**src/rtl/aes_iter_ctrl.sv**
```systemverilog
// -----------------------------------------------------------------------------
// aes_iter_ctrl
//
// Iterative AES-128 encryption sequencer. One external single-round datapath
// (SubBytes -> ShiftRows -> MixColumns -> AddRoundKey, plus round-key
// expansion) is reused for all NR rounds. This block holds the state and
// round-key registers, generates the round constant, flags the final round
// (where the datapath bypasses MixColumns), and provides valid/ready
// handshakes on the plaintext and ciphertext sides.
//
// Ports:
//   clk           in   1   clock, rising edge
//   rst_n         in   1   synchronous active-low reset
//   in_valid      in   1   plaintext/key request
//   in_ready      out  1   controller idle and able to accept a block
//   data_in       in   W   plaintext
//   key_in        in   W   cipher key
//   out_valid     out  1   ciphertext available (held until accepted)
//   out_ready     in   1   consumer accepts ciphertext
//   data_out      out  W   ciphertext (kept after retirement)
//   busy          out  1   high while running or holding a result
//   rd_state      out  W   state presented to the round datapath
//   rd_key        out  W   previous round key presented to key expansion
//   rd_rcon       out  32  round constant {rcon_byte, 24'h0}
//   rd_last       out  1   final round: datapath must bypass MixColumns
//   rd_state_nxt  in   W   datapath round output after AddRoundKey
//   rd_key_nxt    in   W   datapath expanded round key
//   round         out  4   current round number, 0 when not running
// -----------------------------------------------------------------------------
module aes_iter_ctrl #(
    parameter int NR = 10,
    parameter int W  = 128
) (
    input  logic         clk,
    input  logic         rst_n,
    input  logic         in_valid,
    output logic         in_ready,
    input  logic [W-1:0] data_in,
    input  logic [W-1:0] key_in,
    output logic         out_valid,
    input  logic         out_ready,
    output logic [W-1:0] data_out,
    output logic         busy,
    output logic [W-1:0] rd_state,
    output logic [W-1:0] rd_key,
    output logic [31:0]  rd_rcon,
    output logic         rd_last,
    input  logic [W-1:0] rd_state_nxt,
    input  logic [W-1:0] rd_key_nxt,
    output logic [3:0]   round
);

    localparam logic [3:0] LP_NR = 4'(NR);

    typedef enum logic [1:0] {
        S_IDLE = 2'd0,
        S_RUN  = 2'd1,
        S_DONE = 2'd2
    } fsm_t;

    // GF(2^8) multiply-by-x; steps the round constant 01,02,..,80,1b,36.
    function automatic logic [7:0] xtime(input logic [7:0] r);
        return {r[6:0], 1'b0} ^ (r[7] ? 8'h1b : 8'h00);
    endfunction

    fsm_t         r_fsm;
    fsm_t         w_fsm_nxt;
    logic [W-1:0] r_state;
    logic [W-1:0] r_key;
    logic [W-1:0] r_data_out;
    logic [3:0]   r_round;
    logic [7:0]   r_rcon;
    logic         r_out_valid;

    logic         w_in_ready;
    logic         w_busy;
    logic         w_run;
    logic         w_last;
    logic         w_accept;

    // FSM state register.
    always_ff @(posedge clk) begin
        if (!rst_n) begin
            r_fsm <= S_IDLE;
        end else begin
            r_fsm <= w_fsm_nxt;
        end
    end

    // Next-state and status decode.
    always_comb begin
        w_fsm_nxt  = r_fsm;
        w_in_ready = 1'b0;
        w_busy     = 1'b0;
        w_run      = 1'b0;
        case (r_fsm)
            S_IDLE: begin
                w_in_ready = 1'b1;
                if (in_valid) begin
                    w_fsm_nxt = S_RUN;
                end else begin
                    w_fsm_nxt = S_IDLE;
                end
            end
            S_RUN: begin
                w_busy = 1'b1;
                w_run  = 1'b1;
                if (r_round == LP_NR) begin
                    w_fsm_nxt = S_DONE;
                end else begin
                    w_fsm_nxt = S_RUN;
                end
            end
            S_DONE: begin
                w_busy = 1'b1;
                // Retire on handshake; the result is held otherwise.
                if (out_ready) begin
                    w_fsm_nxt = S_IDLE;
                end else begin
                    w_fsm_nxt = S_DONE;
                end
            end
            default: begin
                w_fsm_nxt = S_IDLE;
            end
        endcase
    end

    assign w_accept = w_in_ready && in_valid;
    assign w_last   = w_run && (r_round == LP_NR);

    // State, key, round counter, rcon and result registers.
    always_ff @(posedge clk) begin
        if (!rst_n) begin
            r_state     <= '0;
            r_key       <= '0;
            r_data_out  <= '0;
            r_round     <= 4'd0;
            r_rcon      <= 8'h01;
            r_out_valid <= 1'b0;
        end else begin
            case (r_fsm)
                S_IDLE: begin
                    if (w_accept) begin
                        // Initial AddRoundKey is folded into the load.
                        r_state <= data_in ^ key_in;
                        r_key   <= key_in;
                        r_round <= 4'd1;
                        r_rcon  <= 8'h01;
                    end
                end
                S_RUN: begin
                    r_state <= rd_state_nxt;
                    r_key   <= rd_key_nxt;
                    r_rcon  <= xtime(r_rcon);
                    if (w_last) begin
                        r_data_out  <= rd_state_nxt;
                        r_out_valid <= 1'b1;
                        r_round     <= 4'd0;
                    end else begin
                        r_round <= r_round + 4'd1;
                    end
                end
                S_DONE: begin
                    if (out_ready) begin
                        r_out_valid <= 1'b0;
                    end
                end
                default: begin
                    r_out_valid <= 1'b0;
                end
            endcase
        end
    end

    assign in_ready  = w_in_ready;
    assign busy      = w_busy;
    assign out_valid = r_out_valid;
    assign data_out  = r_data_out;
    assign round     = r_round;

    // Datapath operands are zeroed outside RUN; rcon is always visible.
    assign rd_state = w_run ? r_state : '0;
    assign rd_key   = w_run ? r_key   : '0;
    assign rd_last  = w_last;
    assign rd_rcon  = {r_rcon, 24'h000000};

endmodule

```
**config.mk**
```make
export PLATFORM = sky130hd
export DESIGN_NAME = aes_iter_ctrl
export DESIGN_NICKNAME = d
export VERILOG_FILES = /design/src/rtl/aes_iter_ctrl.sv
export SDC_FILE = /design/constraint.sdc
export NUM_CORES = 1
export LEC_CHECK = 0
export CAP_MARGIN = 20
export CORE_AREA = 2 2 368 370
export CTS_BUF_LIST = sky130_fd_sc_hd__clkbuf_8
export CTS_CLUSTER_DIAMETER = 80
export CTS_CLUSTER_SIZE = 40
export DETAILED_ROUTE_END_ITERATION = 12
export DIE_AREA = 0 0 370 372
export DONT_BUFFER_PORTS = 1
export GPL_TIMING_DRIVEN = 0
export SYNTH_ARGS = -nofsm -noshare
export SYNTH_HDL_FRONTEND = slang
export SYNTH_SLANG_ARGS = --single-unit
```
**constraint.sdc**
```tcl
create_clock -name clk -period 1.9 [get_ports clk]
set_input_delay 0.285 -clock clk [delete_from_list [all_inputs] [get_ports clk]]
set_output_delay 0.285 -clock clk [all_outputs]
set_load 0.005 [all_outputs]
```
# Word level (Yosys, flattened, before mapping)
# Cells that the tools add are included.
[word_totals]
latchBits = 0
out_inout_bits = 424
register_bits = 399
rom_bits = 0
mem_count = 0
ram_bits = 0
wordCells = 47
[classes]
mux = 22
n_reduce_logical = 8
mul = 0
n_lt_le_gt_ge = 0
div = 0
bitwise = 3
n_shift = 0
eq_ne = 6
n_addsub = 1
[ops]
columns = ["operator", "n"]
rows = [
  ["2-to-1 mux 128 bit", 4],
  ["one-hot mux 128 bit (2 select lines)", 2],
  ["bitwise XOR 128 bit", 1],
  ["one-hot mux 8 bit (2 select lines)", 1],
  ["2-to-1 mux 4 bit", 2],
  ["2-to-1 mux 8 bit", 1],
  ["one-hot mux 4 bit (2 select lines)", 1],
  ["bitwise XOR 8 x 5 -> 8 bit", 1],
  ["2-to-1 mux 1 bit", 6],
  ["!= test 2 bit (second input constant)", 3],
  ["one-hot mux 2 bit (3 select lines)", 1],
  ["2-to-1 mux 5 bit", 1],
  ["adder 4 x 1 -> 4 bit (second input constant)", 1],
  ["equality test 4 bit (second input constant)", 1],
  ["2-to-1 mux 2 bit", 2],
  ["AND reduction 2 bit", 2],
  ["one-hot mux 1 bit (3 select lines)", 1],
  ["AND reduction 3 bit", 1],
  ["equality test 2 x 1 -> 1 bit (second input constant)", 1],
  ["equality test 2 bit (second input constant)", 1],
  ["logical AND 1 bit", 2],
  ["zero test 2 bit", 1],
  ["nonzero test 2 bit", 1],
  ["OR reduction 2 bit", 1],
  ["NOT 1 bit", 1],
]

# Logic depth before layout (Yosys ltp)
[depth]
ltp_word = 5
mapped_depth = 9
ltp_nobuf = 6

# Worst setup path after synthesis
# OpenSTA, ideal clock, no wires.
[synth_timing]
path_type = "reg2reg"
from = "register r_fsm[0]"
to = "register r_state[65]"
stages_incl_launch_ff = 9
setup_slack_ns = 0.179
n_path_buf = 3
t_arrival_ns = 1.598
path_cell_list = "dfxtp_1 -> inv_1 -> ha_1 -> mux2_2 -> buf_6 -> nand2_1 -> buf_2 -> clkbuf_2 -> o21ai_0"
[synth_via]
elab_chain_cells = 5
elab_cells_between_ends = 8
cone_classes = "eq/ne (2); mux (2); reduce/logical (4)"
[synth_rtl]
columns = ["item", "line_no", "source"]
rows = [
  ["start, declared", "66", "fsm_t r_fsm;"],
  ["start signal, assigned", "86", "r_fsm <= w_fsm_nxt;"],
  ["zero test 2 bit", "96", "case (r_fsm)"],
  ["2-to-1 mux 1 bit", "96", ""],
  ["net in_ready", "37", "output logic in_ready,"],
  ["logical AND 1 bit", "129", "assign w_accept = w_in_ready && in_valid;"],
  ["!= test 2 bit (no source line)", "--", ""],
  ["AND reduction 2 bit (no source line)", "--", ""],
  ["end signal, assigned", "146", "r_state <= data_in ^ key_in;"],
  ["end signal, assigned", "153", "r_state <= rd_state_nxt;"],
  ["end, declared", "68", "logic [W-1:0] r_state;"],
]
# The timed path passes the listed nets, and every way through them passes these cells.
# A chain may end at the register's enable or synchronous reset.

# Final worst setup path
[layout_timing]
from = "register r_fsm[1]"
to = "output port rd_key[7]"
[layout_via]
elab_chain_cells = 3
[layout_rtl]
columns = ["item", "line_no", "source"]
rows = [
  ["equality test 2 x 1 -> 1 bit", "96", ""],
  ["2-to-1 mux 1 bit", "96", ""],
  ["2-to-1 mux 128 bit", "184", "assign rd_key = w_run ? r_key : '0;"],
  ["end, declared", "45", "output logic [W-1:0] rd_key,"],
]
# No other way between the ends.

==> metrics.md <==
| Metric | Value |
|---|---|
| Status | `finished with violations` |
| Violated checks | `setup timing` |
| Worst r2r src | `r_fsm[1]` |
| Detail Placement HPWL | `98400 um` |
| Worst Setup Path Type | `reg2out` |
| Final routed DRC violation total | `0` |
| CP max FO | `7` |
| Count of pins over their slew limit | `0` |
| Worst hold endpoint | `r_state[80]` |
| Post-route setup slack | `-0.486 ns` |
| Clk buf depth | `3` |
| Starting Density | `14.3%` |
| Most frequent cells in the layout | `515 x dlygate4sd3_1, 393 x dfxtp_1, 266 x nand2_1` |
| WP data required | `1.62 ns` |
| Slew headroom | `26.7%` |
| Mean Syn Cell Area | `about 8.6 um2` |
| DRT Pass-1 Iters | `5` |
| Die Y | `372 um` |
| Largest net degree at the start of global routing | `36` |
| Synthesized flop and latch total | `399` |
| Mapped Cells | `2221` |
| Clk root buf | `clkbuf_8` |
| Number of CTS-inserted buffers | `34` |
| Worst Clk Skew | `0.0643 ns` |
| VDD IR-drop max | `0.628 mV` |
| Hold crit path type | `in2reg` |
| Floorplan row count | `135` |
| Fill cells | `14200` |
| DR WL/cell | `28.1 um` |
| Critical Path Start Type | `flop` |
| R2r setup slk | `-0.29 ns` |
| Worst-Skew Late Latency | `0.76 ns` |
| Unrepaired setup endpoints after global routing | `true` |
| Endpoint class of the critical path | `primary output` |
| Worst-path clk slew | `0.20 ns` |
| Final Critical Period | `approximately 2.4 ns` |
| CTS sink count | `399` |
| Worst flop-to-flop path endpoint | `r_key[50]` |
| Critical Path AT | `2.10 ns` |
| Max_cap viols | `0` |
| Global-route wire length before repair | `166000 um` |
| WL final | `133000 um` |
| Number of global-route vias before repair | `19300` |
| Sequential fraction of the synthesis area | `between 40% and 50%` |
| Vias | `around 20000` |
| Leak pwr | `12.0 nW` |
| All-Layer GR Usage | `17.6%` |
| Routed Antenna Nets | `0` |
| Most common cell after layout, fill and taps aside | `dlygate4sd3_1` |
| Yosys cell types | `32` |
| PortBufs | `0` |
| Io pins | `940` |
| Initial antenna violation count | `51` |
| Share of cells above drive strength 1 | `between 20 and 25%` |
| Hold path start | `key_in[80]` |
| Place WS | `-1.29 ns` |
| Final net count | `approximately 3400` |
| FMAX | `419 MHz` |
| RD Place Congestion | `0.969` |
| Netlist Area Pre-Place | `19200 um2` |
| Worst-margin pin slew | `1.10 ns` |
| Final setup fails | `around 640` |
| Hold WS | `0.0442 ns` |
| Syn-to-layout area delta | `67.3%` |
| H-Tree Depth | `2` |
| Hold-critical path depth | `3` |
| Fin. Hold Viols | `0` |
| Violation count after the first detailed-routing iteration | `1712` |
| CTS tree | `done` |
| Register-to-Register Path Depth | `11` |
| Pwr Density | `approximately 710 nW/um2` |
| Overflow after GRT | `0` |
| Synth Warn # | `0` |
| DIE WIDTH | `370 um` |
| Vias/cell | `~4.3` |
| Area of the die | `~140000 um2` |
| Fin crit share | `126%` |
| Core region area | `around 130000 um2` |
==> cell families (layout without fill, tap and decap cells) <==
family          count (synthesis)  count (layout)  share of synthesized area [%]
simple gates                  802             802                           20.1
other cells                     1              38                         0.0195
xor+xnor                      131             131                           5.98
flops                         399             399                           41.6
buf+inv                       221             898                           5.87
compound gates                401             401                           12.5
mux                           259             259                           13.5
fa+ha+maj                       7               7                          0.456
==> metrics by stage <==
step	instances	instance area, um2	power, mW	TNS (ns)	utilization [%]
after floorplan	2244	19300	11.4	0	-
after global placement	4025	21500	12.9	-677.22	16.0
after detailed placement	4033	21700	13.0	-399.65	16.1
after CTS	4654	30100	22.0	-145.42	22.4
after global routing	4708	32100	23.6	-204.87	23.9
final	4716	32100	22.7	-150.19	23.9
==> critical path, cell delays in order, from the launching register on <==
cell and delay [ns]:
dfxtp_2 0.37, inv_4 0.05, ha_4 0.17, clkbuf_16 0.16, buf_16 0.15, clkbuf_16 0.17, buf_12 0.13, and2_4 0.16
==> registers in the layout, summed over array words and instances (netlist names) <==
name and count:
out_valid 1, r_rcon 8, r_fsm 2, round 4, r_state 128, data_out 128
r_key 128
==> where the power goes <==
group / internal (mW) / total, mW / switching [mW]
sequential: 8.93 / 9.29 / 0.358
combinational: 3.19 / 6.48 / 3.28
clock: 2.43 / 6.91 / 4.48
==> what timing repair did <==
item / in CTS / in global routing
setup buffers: 29 / 30
pin swaps: 37 / 48
hold buffers: 513 / 2
gates cloned: 20 / 25
hold endpoints to repair: 387 / 1
resized for setup: 508 / 393
setup endpoints to repair: 657 / 637
==> cell type report <==
| type | count | area [um2] | area share, % |
|---|---|---|---|
| antenna | 14 | 35.0 | 0.109 |
| tap | 1781 | 2230 | 6.94 |
| clock buffer | 35 | 482 | 1.50 |
| buffer | 209 | 2340 | 7.29 |
| timing repair buffer | 622 | 6960 | 21.7 |
| multi-input combinational | 1624 | 11500 | 35.7 |
| clock inverter | 26 | 562 | 1.75 |
| inverter | 6 | 30.0 | 0.0935 |
| sequential | 399 | 8000 | 24.9 |
==> synthesized netlist by cell type, drive strengths merged <==
cell type  count  area share [%]
a211oi       128             5.3
a21oi        138             3.6
a221oi         1           0.046
a22oi          1           0.039
a31oi          2           0.065
and2         256             8.3
buf          109             3.6
clkbuf       106             2.2
clkinv         1           0.020
conb           1           0.020
dfxtp        399              42
ha             7            0.46
inv            5           0.098
mux2           1           0.059
mux2i        258              13
nand2        269             5.3
nand2b         1           0.033
nand3        136             3.5
nand3b         1           0.039
nand4          2           0.065
nand4b         2           0.091
nor2         131             2.6
nor2b          2           0.065
nor3b          1           0.039
o21ai        131             3.4
or4b           1           0.052
xor2         131             6.0
==> worst max-delay path by stage <==
stage | from | slack [ns] | depth (start not counted) | to
after floorplan | r_fsm[0] | 0.18 | 8 | r_state[65]
after global placement | r_fsm[1] | -2.13 | 5 | rd_key[3]
after detailed placement | r_fsm[0] | -1.29 | 7 | r_state[2]
after CTS | r_fsm[1] | -0.59 | 7 | rd_key[1]
after global routing | r_fsm[1] | -0.59 | 7 | rd_key[7]
final | r_fsm[1] | -0.49 | 7 | rd_key[7]
==> routing by layer <==
layer	vias up	track usage (%)	wire length, um
met5	-	0.210	159
met3	330	6.00	13200
li1	8864	-	-
met4	24	5.86	5380
met2	1307	28.4	60400
met1	9882	21.8	53400
Note: power is estimated with default switching activity, not from simulation.
